## src/rtl/board_ctrl.sv

```systemverilog
// board_ctrl: SoC reset stretcher, button debouncer with sticky events, LED mode driver
// and register block. Define BOARD_CTRL_WDT_EN to add the watchdog at register 4.
module board_ctrl #(
   parameter int          NUM_BTN         = 7,
   parameter int          NUM_LED         = 8,
   parameter int          DEBOUNCE_CYCLES = 250000,
   parameter int          RST_HOLD_CYCLES = 1024,
   parameter int          HB_BITS         = 23,
   parameter logic [31:0] LED_MODE_RST    = 32'h0000_0002,
   parameter int          WDT_CYCLES      = 33554432
) (
   input  logic               clk,
   input  logic               reset_n,
   input  logic [NUM_BTN-1:0] btn_i,
   output logic               soc_rst_no,
   output logic [NUM_BTN-1:0] btn_o,
   output logic [NUM_LED-1:0] led_o,
   input  logic               reg_en_i,
   input  logic               reg_we_i,
   input  logic [2:0]         reg_addr_i,
   input  logic [31:0]        reg_wdata_i,
   output logic [31:0]        reg_rdata_o
);
   localparam int              DB_W          = $clog2(DEBOUNCE_CYCLES + 1);
   localparam int              HOLD_W        = $clog2(RST_HOLD_CYCLES + 1);
   localparam int              MODE_W        = 2 * NUM_LED;
   localparam logic [DB_W-1:0]   DB_LAST       = DB_W'(DEBOUNCE_CYCLES - 1);
   localparam logic [HOLD_W-1:0] HOLD_LAST     = HOLD_W'(RST_HOLD_CYCLES - 1);
   localparam logic [23:0]       BLINK_DIV_RST = 24'd12499999;

   if (NUM_BTN < 1 || NUM_BTN > 32 || NUM_LED < 1 || NUM_LED > 16 || DEBOUNCE_CYCLES < 1 ||
       RST_HOLD_CYCLES < 1 || HB_BITS < 1 || WDT_CYCLES < 2) begin : g_bad_params
      $error("board_ctrl: parameter out of range");
   end

   logic wr, rd;
   logic wr_led_mode, wr_btn_event, wr_blink_div;
   assign wr           = reg_en_i & reg_we_i;
   assign rd           = reg_en_i & ~reg_we_i;
   assign wr_led_mode  = wr && (reg_addr_i == 3'd0);
   assign wr_btn_event = wr && (reg_addr_i == 3'd2);
   assign wr_blink_div = wr && (reg_addr_i == 3'd3);

   // Every write-data bit feeds some register in at least one configuration.
   logic unused_wdata;
   assign unused_wdata = ^reg_wdata_i;

   logic        bite;
   logic [31:0] wdt_rdata;

   // ---------------- SoC reset stretcher ----------------
   logic [1:0]        rst_sync;
   logic [HOLD_W-1:0] hold_cnt;

   always_ff @(posedge clk or negedge reset_n) begin
      if (!reset_n) begin
         rst_sync   <= '0;
         hold_cnt   <= '0;
         soc_rst_no <= 1'b0;
      end else begin
         rst_sync <= {rst_sync[0], 1'b1};
         if (soc_rst_no) begin
            if (bite) begin
               soc_rst_no <= 1'b0;
               hold_cnt   <= '0;
            end
         end else if (rst_sync[1]) begin
            if (hold_cnt == HOLD_LAST) begin
               soc_rst_no <= 1'b1;
               hold_cnt   <= '0;
            end else begin
               hold_cnt <= hold_cnt + HOLD_W'(1);
            end
         end
      end
   end

   // ---------------- Button debounce ----------------
   logic [NUM_BTN-1:0] btn_rise;

   for (genvar gi = 0; gi < NUM_BTN; gi++) begin : g_btn
      logic [1:0]      sync;
      logic [DB_W-1:0] cnt;
      logic            state_reg;

      always_ff @(posedge clk or negedge reset_n) begin
         if (!reset_n) begin
            sync      <= '0;
            cnt       <= '0;
            state_reg <= 1'b0;
         end else begin
            sync <= {sync[0], btn_i[gi]};
            if (sync[1] == state_reg) begin
               cnt <= '0;
            end else if (cnt == DB_LAST) begin
               state_reg <= sync[1];
               cnt       <= '0;
            end else begin
               cnt <= cnt + DB_W'(1);
            end
         end
      end

      assign btn_o[gi]    = state_reg;
      assign btn_rise[gi] = sync[1] & ~state_reg & (cnt == DB_LAST);
   end

   // Set wins over a simultaneous write-1-to-clear.
   logic [NUM_BTN-1:0] btn_event;
   always_ff @(posedge clk or negedge reset_n) begin
      if (!reset_n) begin
         btn_event <= '0;
      end else if (wr_btn_event) begin
         btn_event <= (btn_event & ~reg_wdata_i[NUM_BTN-1:0]) | btn_rise;
      end else begin
         btn_event <= btn_event | btn_rise;
      end
   end

   // ---------------- Heartbeat and blink ----------------
   logic [HB_BITS-1:0] hb_cnt;
   logic [23:0]        blink_div;
   logic [23:0]        blink_cnt;
   logic               blink_phase;

   always_ff @(posedge clk or negedge reset_n) begin
      if (!reset_n) begin
         hb_cnt      <= '0;
         blink_div   <= BLINK_DIV_RST;
         blink_cnt   <= '0;
         blink_phase <= 1'b0;
      end else begin
         hb_cnt <= hb_cnt + HB_BITS'(1);
         if (wr_blink_div) begin
            blink_div <= reg_wdata_i[23:0];
            blink_cnt <= reg_wdata_i[23:0];
         end else if (blink_cnt == 24'd0) begin
            blink_cnt   <= blink_div;
            blink_phase <= ~blink_phase;
         end else begin
            blink_cnt <= blink_cnt - 24'd1;
         end
      end
   end

   // ---------------- LED drive ----------------
   logic [MODE_W-1:0]  led_mode;
   logic [NUM_LED-1:0] led_next;

   for (genvar gi = 0; gi < NUM_LED; gi++) begin : g_led
      logic [1:0] sel;
      assign sel          = led_mode[2*gi +: 2];
      assign led_next[gi] = (sel == 2'b00) ? 1'b0 :
                            (sel == 2'b01) ? 1'b1 :
                            (sel == 2'b10) ? hb_cnt[HB_BITS-1] : blink_phase;
   end

   always_ff @(posedge clk or negedge reset_n) begin
      if (!reset_n) begin
         led_mode <= LED_MODE_RST[MODE_W-1:0];
         led_o    <= '0;
      end else begin
         if (wr_led_mode) begin
            led_mode <= reg_wdata_i[MODE_W-1:0];
         end
         led_o <= led_next;
      end
   end

   // ---------------- Watchdog ----------------
`ifdef BOARD_CTRL_WDT_EN
   localparam int             WDT_W    = $clog2(WDT_CYCLES + 1);
   localparam logic [WDT_W-1:0] WDT_LAST = WDT_W'(WDT_CYCLES - 1);

   logic             wr_wdt, kick;
   logic             wdt_en, wdt_cause;
   logic [WDT_W-1:0] wdt_cnt;

   assign wr_wdt    = wr && (reg_addr_i == 3'd4);
   assign kick      = wr_wdt & reg_wdata_i[1];
   // The counter is frozen while the SoC is held in reset, so it cannot bite again then.
   assign bite      = wdt_en & soc_rst_no & ~kick & (wdt_cnt == WDT_LAST);
   assign wdt_rdata = {wdt_cause, 30'd0, wdt_en};

   always_ff @(posedge clk or negedge reset_n) begin
      if (!reset_n) begin
         wdt_en    <= 1'b0;
         wdt_cause <= 1'b0;
         wdt_cnt   <= '0;
      end else begin
         if (wr_wdt) begin
            wdt_en <= reg_wdata_i[0];
         end
         if (kick || bite) begin
            wdt_cnt <= '0;
         end else if (wdt_en && soc_rst_no) begin
            wdt_cnt <= wdt_cnt + WDT_W'(1);
         end
         if (bite) begin
            wdt_cause <= 1'b1;
         end
      end
   end
`else
   assign bite      = 1'b0;
   assign wdt_rdata = '0;
`endif

   // ---------------- Register read ----------------
   logic [31:0] rdata_next;

   always_comb begin
      rdata_next = '0;
      case (reg_addr_i)
         3'd0:    rdata_next = 32'(led_mode);
         3'd1:    rdata_next = 32'(btn_o);
         3'd2:    rdata_next = 32'(btn_event);
         3'd3:    rdata_next = {8'd0, blink_div};
         3'd4:    rdata_next = wdt_rdata;
         default: rdata_next = '0;
      endcase
   end

   always_ff @(posedge clk or negedge reset_n) begin
      if (!reset_n) begin
         reg_rdata_o <= '0;
      end else if (rd) begin
         reg_rdata_o <= rdata_next;
      end
   end

endmodule
```

## config.mk

```make
export PLATFORM = sky130hd
export DESIGN_NAME = board_ctrl
export DESIGN_NICKNAME = d
export VERILOG_FILES = /design/src/rtl/board_ctrl.sv
export SDC_FILE = /design/constraint.sdc
export NUM_CORES = 1
export LEC_CHECK = 0
export CAP_MARGIN = 20
export CORE_UTILIZATION = 63
export DETAILED_ROUTE_END_ITERATION = 6
export HOLD_SLACK_MARGIN = 0.03
export PLACE_DENSITY = 0.82
export SETUP_SLACK_MARGIN = 0.1
export SLEW_MARGIN = 15
export SYNTH_ARGS = -nofsm -noshare
export SYNTH_HDL_FRONTEND = slang
export SYNTH_SLANG_ARGS = --single-unit
```

## constraint.sdc

```tcl
create_clock -name clk -period 3.04 [get_ports clk]
set_input_delay 0.608 -clock clk [delete_from_list [all_inputs] [get_ports clk]]
set_output_delay 0.608 -clock clk [all_outputs]
set_load 0.01 [all_outputs]
```

**Word-level counts from Yosys, hierarchy flattened**

Index checks and enable logic that the tools add are counted.

- Register bits: 296
- Input port bits: 46
- Output and inout port bits: 48

- Add/sub/neg operators: 10
- Equal/unequal tests: 34
- Multiplexer cells: 46
- Bitwise operators: 38
- Reductions and logical operators: 22

Operators by type and width:

| cell | number |
|---|---|
| 18-bit two-way mux | 14 |
| 18-bit by 1-bit adder with 18-bit output, second input constant | 7 |
| 18-bit == test, second input constant | 7 |
| 24-bit case mux with 4 select lines | 1 |
| 24-bit two-way mux | 2 |
| 1-bit two-way mux | 27 |
| 24-bit logical NOT | 1 |
| 24-bit by 1-bit subtractor with 24-bit output, second input constant | 1 |
| 23-bit by 1-bit adder with 23-bit output, second input constant | 1 |
| 1-bit inverter | 18 |
| 2-bit AND reduction | 9 |
| 1-bit bitwise AND | 16 |
| 2-bit by 1-bit == test with 1-bit output, second input constant | 8 |
| 2-bit == test, second input constant | 8 |
| 2-bit logical NOT | 8 |
| 7-bit bitwise OR | 2 |
| 11-bit by 1-bit adder with 11-bit output, second input constant | 1 |
| 11-bit by 10-bit == test with 1-bit output, second input constant | 1 |
| 11-bit two-way mux | 1 |
| 7-bit bitwise AND | 1 |
| 1-bit == test | 7 |
| 7-bit two-way mux | 1 |
| 7-bit inverter | 1 |
| 3-bit by 2-bit == test with 1-bit output, second input constant | 2 |
| 3 further kinds | 5 |

**Logic depth before layout (Yosys ltp)**

Gate-level depths: netlist (run 1).

- Depth in word-level cells: 5
- Depth in mapped cells: 9
- Gate-level depth less buffers: 7

**Worst setup path before layout (run 1)**

OpenSTA, ideal clock, no wires.

- Kind: reg-to-reg
- Start point: register blink_cnt[0]
- End point: register blink_cnt[22]
- Setup time: 0.076 ns
- Arrival time: 1.829 ns
- Path slack: 1.134 ns
- Stages on the path, launching flop included: 8
- Period minus slack after synthesis: 1.906 ns
- Cell sequence: dfrtp_1 -> inv_1 -> ha_1 -> nor4b_2 -> nand2_2 -> or3_1 -> a31o_1 -> o21ai_1

- Longest elaborated chain between the ends: 3

RTL lines:

| item | line | source |
|---|---|---|
| from (decl) | 123 | `logic [23:0] blink_cnt;` |
| from (signal assigned) | 136 | `blink_cnt <= reg_wdata_i[23:0];` |
| from (signal assigned) | 138 | `blink_cnt <= blink_div;` |
| from (signal assigned) | 141 | `blink_cnt <= blink_cnt - 24'd1;` |
| 24-bit by 1-bit subtractor with 24-bit output or 24-bit logical NOT (tied branches) | 141, 137 |  |
| 24-bit two-way mux (*) | 137 | `end else if (blink_cnt == 24'd0) begin` |
| 24-bit two-way mux (*) | 134 | `if (wr_blink_div) begin` |

Mark *: on every way between the ends. The rest lies on a longest branch, timed or not.
A chain may end at the register's enable or synchronous reset.

**Worst setup path after layout (run 1)**

- Start point: register blink_cnt[0]
- End point: register blink_cnt[1]

The elaborated chain is that of the path after synthesis.

==> results of run 1 <==
cells in the mapped netlist (all sizes together) (20+ instances only):
master / count / area, µm²
buf: 32 / 206.5
nand4: 34 / 212.7
and3: 20 / 125.1
xor2: 78 / 683.2
o21ai: 46 / 230.2
nand2: 142 / 538.0
nand3: 60 / 300.3
nor2: 175 / 656.9
mux2: 24 / 270.3
a22o: 23 / 201.4
inv: 25 / 93.84
nor4: 25 / 162.6
nor3: 28 / 171.4
dfrtp: 271 / 6782
xnor2: 73 / 639.4
per-layer routing:
layer  up-vias  wire, µm  global-route usage (%)
met5         -         0                       0
met4         0       582                   7.604
met3        52      1550                   4.063
met2       251     13470                   44.62
met1      4662     11770                   36.84
li1       4432         -                       -
metrics by stage:
| step | hold slack [ns] | instances | setup WS, ns | util, % |
|---|---|---|---|---|
| finish | 0.3468 | 1618 | 0.4664 | 74.64 |
| global route | 0.3518 | 1618 | 0.3224 | 74.64 |
| CTS | 0.3481 | 1618 | 0.4681 | 74.64 |
| detailed placement | 0.3347 | 1564 | 0.3800 | 69.52 |
| global placement | 0.3322 | 1564 | 0.4331 | 69.52 |
| floorplan | 0.3124 | 1252 | 1.134 | - |
how the worst min path moves through the flow:
| stage | startpoint | endpoint | slack, ns | cells past startpoint |
|---|---|---|---|---|
| after floorplan | reset_n | blink_cnt[0] | 0.31 | 0 |
| after global placement | g_btn[0].sync[0] | g_btn[0].sync[1] | 0.33 | 0 |
| after detailed placement | g_btn[2].sync[0] | g_btn[2].sync[1] | 0.33 | 0 |
| after CTS | g_btn[0].sync[0] | g_btn[0].sync[1] | 0.35 | 0 |
| after global routing | g_btn[5].sync[0] | g_btn[5].sync[1] | 0.35 | 0 |
| final | g_btn[0].sync[0] | g_btn[0].sync[1] | 0.35 | 0 |
critical path, cell delays in order, from the launching register on:
cell and delay, ns:
dfrtp_1 0.42, inv_1 0.10, ha_1 0.20, nor2b_1 0.18
nand4b_2 0.27, or2_1 0.69, and2_0 0.35, o31ai_1 0.24
layout make-up:
type | instances | area, µm²
Fill cell | 1380 | 5165
Timing Repair Buffer | 93 | 935.9
Inverter | 26 | 97.59
Sequential cell | 288 | 7228
Clock inverter | 12 | 191.4
Multi-Input combinational cell | 888 | 5568
Tap cell | 270 | 337.8
Clock buffer | 41 | 840.8
cell families after synthesis:
family / after synthesis / synth area share, %
multiplexers: 34 / 3.485
AO/OA/AOI/OAI: 123 / 6.237
AND/OR/NAND/NOR: 553 / 20.60
adder cells (fa/ha/maj): 18 / 1.714
other: 2 / 0.05716
flip-flops: 288 / 55.01
buffers and inverters: 76 / 2.828
XOR/XNOR: 151 / 10.07
where the power goes:
group,internal (mW),total [mW],switching (mW)
sequential,4.23,4.61,0.381
combinational,0.567,1.12,0.557
clock,2.34,3.81,1.47
==> impl_metrics.ini, run 1 <==
[run_status]
outcome = completed

[sta]
setup_violations = 0
period_needed_ns = 2.574
slew_viol_final = 0
period_share_pct = 84.66
rsz0062_at_grt = false
tns_ns = 0
max_freq_ghz = 0.3886
worstMarginPinSlew_ns = 1.061
worst_clock_skew_ns = 0.02137
finalHoldViolCount = 0
slew_headroom_pct = 29.27

[floorplanning]
core-area_um2 = 20360
ios = 94
dieArea_um2 = 21440
fp.dieW_um = 146.4
initial_core_util_pct = 64.52
die_height_um = 146.4
num_rows = 52

[routing]
final_antenna_net_count = 0
viasPerCell = 5.808
vias = 9397
drc_errors = 0
drt_wl_total_um = 27370
drtIter0Drc = 644
drt-pass1-iter-count = 5
wl_per_cell_um = 16.92

[worst_setup_path]
crit_fanout = 27
endpoint_kind = register
critical_path_class = register to register
startpoint_type = register
r2r-end = blink_cnt[1]
reg2reg_slack_ns = 0.47
cp-endpoint = blink_cnt[1]
crit_path_start = blink_cnt[0]
required_ns = 3.46
worstRegToRegCells = 7
worstReg2RegStart = blink_cnt[0]
worstPathArrival_ns = 2.99

[global_route]
grtUsageTotal_pct = 26.79
antenna_found_initial = 1
grt_first_pass_wirelength_um = 46690
grt_pass1_vias = 9552
grt-ovfl-total = 0
grt_max_degree = 75

[cts]
cts_tree = done
postCtsHoldBufs = 1
clk_latency_ns = 0.54
cts.repair.resized = 0
htree_levels = 1
cts.reportedPaths.clkPinSlew_ns = 0.06
cts_setup_buffers = 0
clockBufferDepth = 3
clockRootBuffer = clkbuf_16
cts_buffers = 29
cts.sinks = 288

[logic_synthesis]
synthesis.area_um2 = 13140
synth_ff_type = dfrtp_1
synth_warnings = 0
synth_edf_count = 0
syn_area_per_cell_um2 = 10.55
synthArstFlopShare_pct = 100.0
yosys.cell_types.count = 66
seq_area_frac_synth_pct = 55.01
syn_inst = 1245
synth_seq_cells = 288

[finish]
fin_area_um2 = 15200
mostFrequentLayoutCells = dfrtp_1, nor2_1, nand2_1, xor2_1, clkdlybuf4s50_1
final_common_cell = dfrtp_1
area_growth_pct = 15.68
top_register = g_btn.cnt
antenna_cells = 0
largest_register_ffs = 126
drive_gt1_share_pct = 10.39
layout.nets = 1390

[placement]
place_hpwl_um = 17810
gp_congestion = 0.8545
place_area_um2 = 14160
io_buffers = 77

[pwr]
power.leakage_nw = 6.669
ir_drop_mv = 0.4929
powerDensity_nw_per_um2 = 627.9
finalPower_mw = 9.544

[hold_path]
hp-class = register to register

[run]
cap_violations = 0
No activity file was read; power rests on OpenSTA's default activity.
==> run 2: changes to the inputs <==
--- a/config.mk
+++ b/config.mk
@@ -6,10 +6,10 @@
 export NUM_CORES = 1
 export LEC_CHECK = 0
 export CAP_MARGIN = 20
-export CORE_UTILIZATION = 63
+export CORE_UTILIZATION = 59
 export DETAILED_ROUTE_END_ITERATION = 6
 export HOLD_SLACK_MARGIN = 0.03
-export PLACE_DENSITY = 0.82
+export PLACE_DENSITY = 0.77
 export SETUP_SLACK_MARGIN = 0.1
 export SLEW_MARGIN = 15
 export SYNTH_ARGS = -nofsm -noshare
==> constraint.sdc (replaced) <==
create_clock -name clk -period 2.7 [get_ports clk]
set_input_delay 0.54 -clock clk [delete_from_list [all_inputs] [get_ports clk]]
set_output_delay 0.54 -clock clk [all_outputs]
set_load 0.01 [all_outputs]
==> run 2 against run 1 <==
Cell area up 0.62%. Non-clock buffer count up 7. Global-route usage decreased by 1.7 points. Combinational power up 13%. Largest power group unchanged. Cell count up 1.2%. Sequential cell count did not move.
==> impl_metrics.ini, run 2 (synthesis results as in run 1) <==
[cts]
cts_buffers = 30
cts.sinks = 288
cts.reportedPaths.clkPinSlew_ns = 0.06
clk_latency_ns = 0.55
htree_levels = 1
cts_tree = done
clockBufferDepth = 3
clockRootBuffer = clkbuf_16

[worst_setup_path]
required_ns = 3.15
crit_path_start = blink_cnt[14]
crit_path_max_incr_delay_ns = 0.43
critical_path_class = register to register
worstPathArrival_ns = 2.63
crit_fanout = 15
path_cells = nor4_1 > nand4_1 > or2_1 > buf_4 > a31o_2 > o21ai_0
worstReg2RegStart = blink_cnt[14]
startpoint_type = register
endpoint_kind = register
cp_slowest_cell = nor4_1

[routing]
vias = 9349
drtIter0Drc = 506
wl_per_cell_um = 16.63
final_antenna_net_count = 0
drt_wl_total_um = 27240
drt-pass1-iter-count = 5
viasPerCell = 5.708
drc_errors = 0

[finish]
largest_register_ffs = 126
multi_input_area_um2 = 5568
drive_gt1_share_pct = 11.12
fill_cells = 1606
top_register = g_btn.cnt
mostFrequentLayoutCells = dfrtp_1, nor2_1, nand2_1, xor2_1, clkdlybuf4s50_1
final_cells = 1638
ff_latch_area_um2 = 7228
layout.nets = 1398
antenna_cells = 0
final_common_cell = dfrtp_1
final_util_pct = 70.08
area_growth_pct = 16.40

[pwr]
ir_drop_mv = 0.4984
power_frac_clock_pct = 39.8
switching_share_pct = 25.31
powerDensity_nw_per_um2 = 699.1
p_int_mw = 7.985
p_seq_share_pct = 48.5
power.leakage_nw = 6.723
combinationalPowerShare_pct = 11.8
p_switching_mw = 2.706

[floorplanning]
initial_core_util_pct = 60.21
num_rows = 54
die_height_um = 151.2
ios = 94
fp.dieW_um = 151.2
dieArea_um2 = 22870
core-area_um2 = 21820

[sta]
setup_violations = 0
worstMarginPinSlew_ns = 0.8593
period_needed_ns = 2.179
tns_ns = 0
slew_viol_final = 0
slew_headroom_pct = 42.50
max_freq_ghz = 0.4589
period_share_pct = 80.71
worst_clock_skew_ns = 0.009551
rsz0062_at_grt = false
finalHoldViolCount = 0

[hold_path]
hp-start = g_btn[4].sync[0]
hp-class = register to register

[placement]
place_inst = 1581
io_buffers = 77
place_hpwl_um = 18400
gp_congestion = 0.8572

[global_route]
grtUsageTotal_pct = 25.06
grt_first_pass_wirelength_um = 45470
grt_pass1_vias = 9336
antenna_found_initial = 0
grt_max_degree = 81
grt-ovfl-total = 0

[run_status]
outcome = completed

[run]
cap_violations = 0
[run 2: worst max-delay path, delay by kind of cell, from the launching register on]
family | cells | cell delay, ns
AOI/OAI and AO/OA | 2 | 0.38
buffers and inverters | 1 | 0.20
DFF | 1 | 0.42
and+or+nand+nor | 3 | 1.08
[run 2: path summary, 6_finish.rpt]
kind                       depth (start not counted)          endpoint  slack [ns]
hold / removal                                     0  g_btn[4].sync[1]        0.35
min in group asynchronous                          2  g_btn[6].cnt[11]        0.58
max in group asynchronous                          3      blink_div[3]        1.30
setup reg to reg                                   6      blink_cnt[3]        0.52
hold reg to reg                                    0  g_btn[4].sync[1]        0.35
setup / recovery                                   6      blink_cnt[3]        0.52
[run 2: power groups by stage]
stage          Combinational, mW  Clock [mW]  Sequential [mW]
6_report                    1.26        4.25             5.18
5_1_grt                     1.41        4.48             5.23
4_1_cts                     1.27        4.32             5.18
3_5_place_dp                1.26           0             5.25
3_3_place_gp                1.22           0             5.23
2_1_floorplan              0.798           0             5.16
[run 2: what timing repair did]
| action | 4_1_cts | 5_1_grt |
|---|---|---|
| hold buffers | 1 | 0 |
| setup buffers | 0 | 0 |
| endpoints found under the hold margin | 35 | 0 |
| resized for setup | 0 | 0 |
[run 2: layout make-up]
| cell class | count | share of cell area, % |
|---|---|---|
| flip-flops and latches | 288 | 47.26 |
| multi-input cells | 888 | 36.41 |
| repair buffers | 100 | 6.545 |
| clock buffers | 46 | 6.161 |
| well taps | 280 | 2.291 |
| clock inverters | 10 | 0.6954 |
| inverters | 26 | 0.6381 |
[run 2: routing by layer]
layer / track usage, % / share of wire, % / vias to the layer above
met1: 34.39 / 44 / 4653
met3: 3.494 / 4.8 / 50
li1: - / - / 4446
met5: 0 / 0 / -
met4: 6.750 / 2.4 / 0
met2: 41.85 / 49 / 200
[run 2: per-stage QoR]
step           setup WS, ns  hold slack, ns  instance area, µm²  power [mW]
3_5_place_dp         0.3032          0.3365               14230       6.505
6_report             0.5209          0.3479               15290       10.69
3_3_place_gp         0.3371          0.3324               14230       6.453
2_1_floorplan        0.7943          0.2444               13170       5.958
4_1_cts              0.4527          0.3494               15290       10.77
5_1_grt              0.3640          0.3540               15290       11.13
==> run 3: changes to the inputs <==
==> constraint.sdc (replaced) <==
create_clock -name clk -period 2.02 [get_ports clk]
set_input_delay 0.404 -clock clk [delete_from_list [all_inputs] [get_ports clk]]
set_output_delay 0.404 -clock clk [all_outputs]
set_load 0.01 [all_outputs]
==> run 3 against run 2 <==
Critical path type unchanged. Total power grew 35%. Largest cell class unchanged. Highest routed layer unchanged. Non-clock buffer count grew 51. Routed wire length up 1.0%. Critical endpoint is now blink_cnt[22].
==> impl_metrics.ini, run 3 (synthesis results as in run 1) <==
[floorplanning]
num_rows = 54
ios = 94
initial_core_util_pct = 60.21
fp.dieW_um = 151.2
dieArea_um2 = 22870
die_height_um = 151.2
core-area_um2 = 21820

[sta]
slew_viol_final = 0
rsz0062_at_grt = true
period_needed_ns = 1.944
tns_ns = 0
worstMarginPinSlew_ns = 0.7532
setup_violations = 0
slew_headroom_pct = 49.60
finalHoldViolCount = 0
worst_clock_skew_ns = 0.01457
max_freq_ghz = 0.5145
whs_ns = 0.3057
period_share_pct = 96.23

[finish]
fin_area_um2 = 15800
top_register = g_btn.cnt
mostFrequentLayoutCells = dfrtp_1, nor2_1, nand2_1, xor2_1, xnor2_1
largest_register_ffs = 126
layout.nets = 1449
antenna_cells = 0
final_common_cell = dfrtp_1
area_growth_pct = 20.23
drive_gt1_share_pct = 15.21

[worst_setup_path]
endpoint_kind = register
crit_path_max_incr_delay_ns = 0.40
critical_path_class = register to register
crit_path_frequent_cell = buf_4
required_ns = 2.48
cp_slowest_cell = dfrtp_1
startpoint_type = register
crit_fanout = 4
path_cells = nor4_2 > buf_4 > nand4_1 > buf_4 > or3_4 > a31o_1 > o21ai_1
worstPathArrival_ns = 2.40

[placement]
place_hpwl_um = 18080
place_area_um2 = 14490
gp_congestion = 0.8676
io_buffers = 77

[routing]
wl_met2_um = 13600
vias = 9440
drc_errors = 0
final_antenna_net_count = 0
drt-pass1-iter-count = 4
drtIter0Drc = 536
wl_per_cell_um = 16.31
wl_met1_um = 12340
top_layer = met4
drt_wl_total_um = 27510
viasPerCell = 5.596
wl_met3_um = 1071

[pwr]
powerDensity_nw_per_um2 = 911.2
ir_drop_mv = 0.7348
power.leakage_nw = 7.078

[cts]
clockBufferDepth = 3
cts_buffers = 29
clk_latency_ns = 0.54
clockRootBuffer = clkbuf_16
htree_levels = 1
cts_tree = done
cts.sinks = 288
cts.reportedPaths.clkPinSlew_ns = 0.06

[hold_path]
hp-class = input port to register

[global_route]
grt_max_degree = 75
grt-ovfl-total = 0
grt_pass1_vias = 9381
grt_first_pass_wirelength_um = 45510
antenna_found_initial = 0
grtUsageTotal_pct = 24.97

[run]
cap_violations = 0

[run_status]
outcome = completed
[run 3: worst max-delay path: cells and delay by family, from the launching register on]
kind | cells | cell delay, ns
compound gates | 2 | 0.33
flops | 1 | 0.40
simple gates | 3 | 0.78
buf+inv | 2 | 0.36
[run 3: timing repair]
item                                   4_1_cts  5_1_grt
hold buffers                                 1        0
buffers inserted                            13        9
gates resized for setup                      9       40
gates cloned                                 0        1
pin swaps                                    6       14
endpoints found under the hold margin       34        0
setup endpoints to repair                   24      109
[run 3: power by group]
group | leakage [nW] | switching, mW | internal [mW]
registers | 3.79 | 0.569 | 6.36
clock network | 0.467 | 2.15 | 3.29
logic | 2.82 | 0.944 | 1.07
[run 3: final cells by class]
cell class / instances / area [µm²]
inverters: 26 / 97.59
flip-flops and latches: 288 / 7231
clock inverters: 3 / 90.09
fillers: 1561 / 6027
multi-input cells: 889 / 5698
repair buffers: 151 / 1455
clock buffers: 50 / 874.6
well taps: 280 / 350.3
[run 3: worst paths after layout]
check	depth (start not counted)	from	to	slack, ns
worst max-delay path	7	blink_cnt[15]	blink_cnt[22]	0.08
worst min-delay path	1	btn_i[1]	g_btn[1].sync[0]	0.31
worst max register to register	7	blink_cnt[15]	blink_cnt[22]	0.08
worst min register to register	0	g_btn[4].sync[0]	g_btn[4].sync[1]	0.35
max in group asynchronous	4	reset_n	g_btn[2].cnt[4]	0.94
min in group asynchronous	2	reset_n	g_btn[6].cnt[14]	0.35
[run 3: routing by layer]
| metal | global-route usage, % | up-vias |
|---|---|---|
| li1 | - | 4550 |
| met1 | 34.77 | 4676 |
| met2 | 41.76 | 172 |
| met3 | 3.133 | 42 |
| met4 | 5.900 | 0 |
| met5 | 0 | - |
[run 3: per-stage QoR]
step / util [%] / cells / worst slack [ns] / power [mW]
6_report: 72.38 / 1687 / 0.07621 / 14.39
2_1_floorplan: - / 1252 / 0.1143 / 7.964
5_1_grt: 72.38 / 1687 / -0.06322 / 14.99
3_5_place_dp: 66.40 / 1610 / -0.07470 / 8.805
3_3_place_gp: 66.40 / 1610 / -0.01703 / 8.738
4_1_cts: 71.41 / 1677 / 0.03746 / 14.37
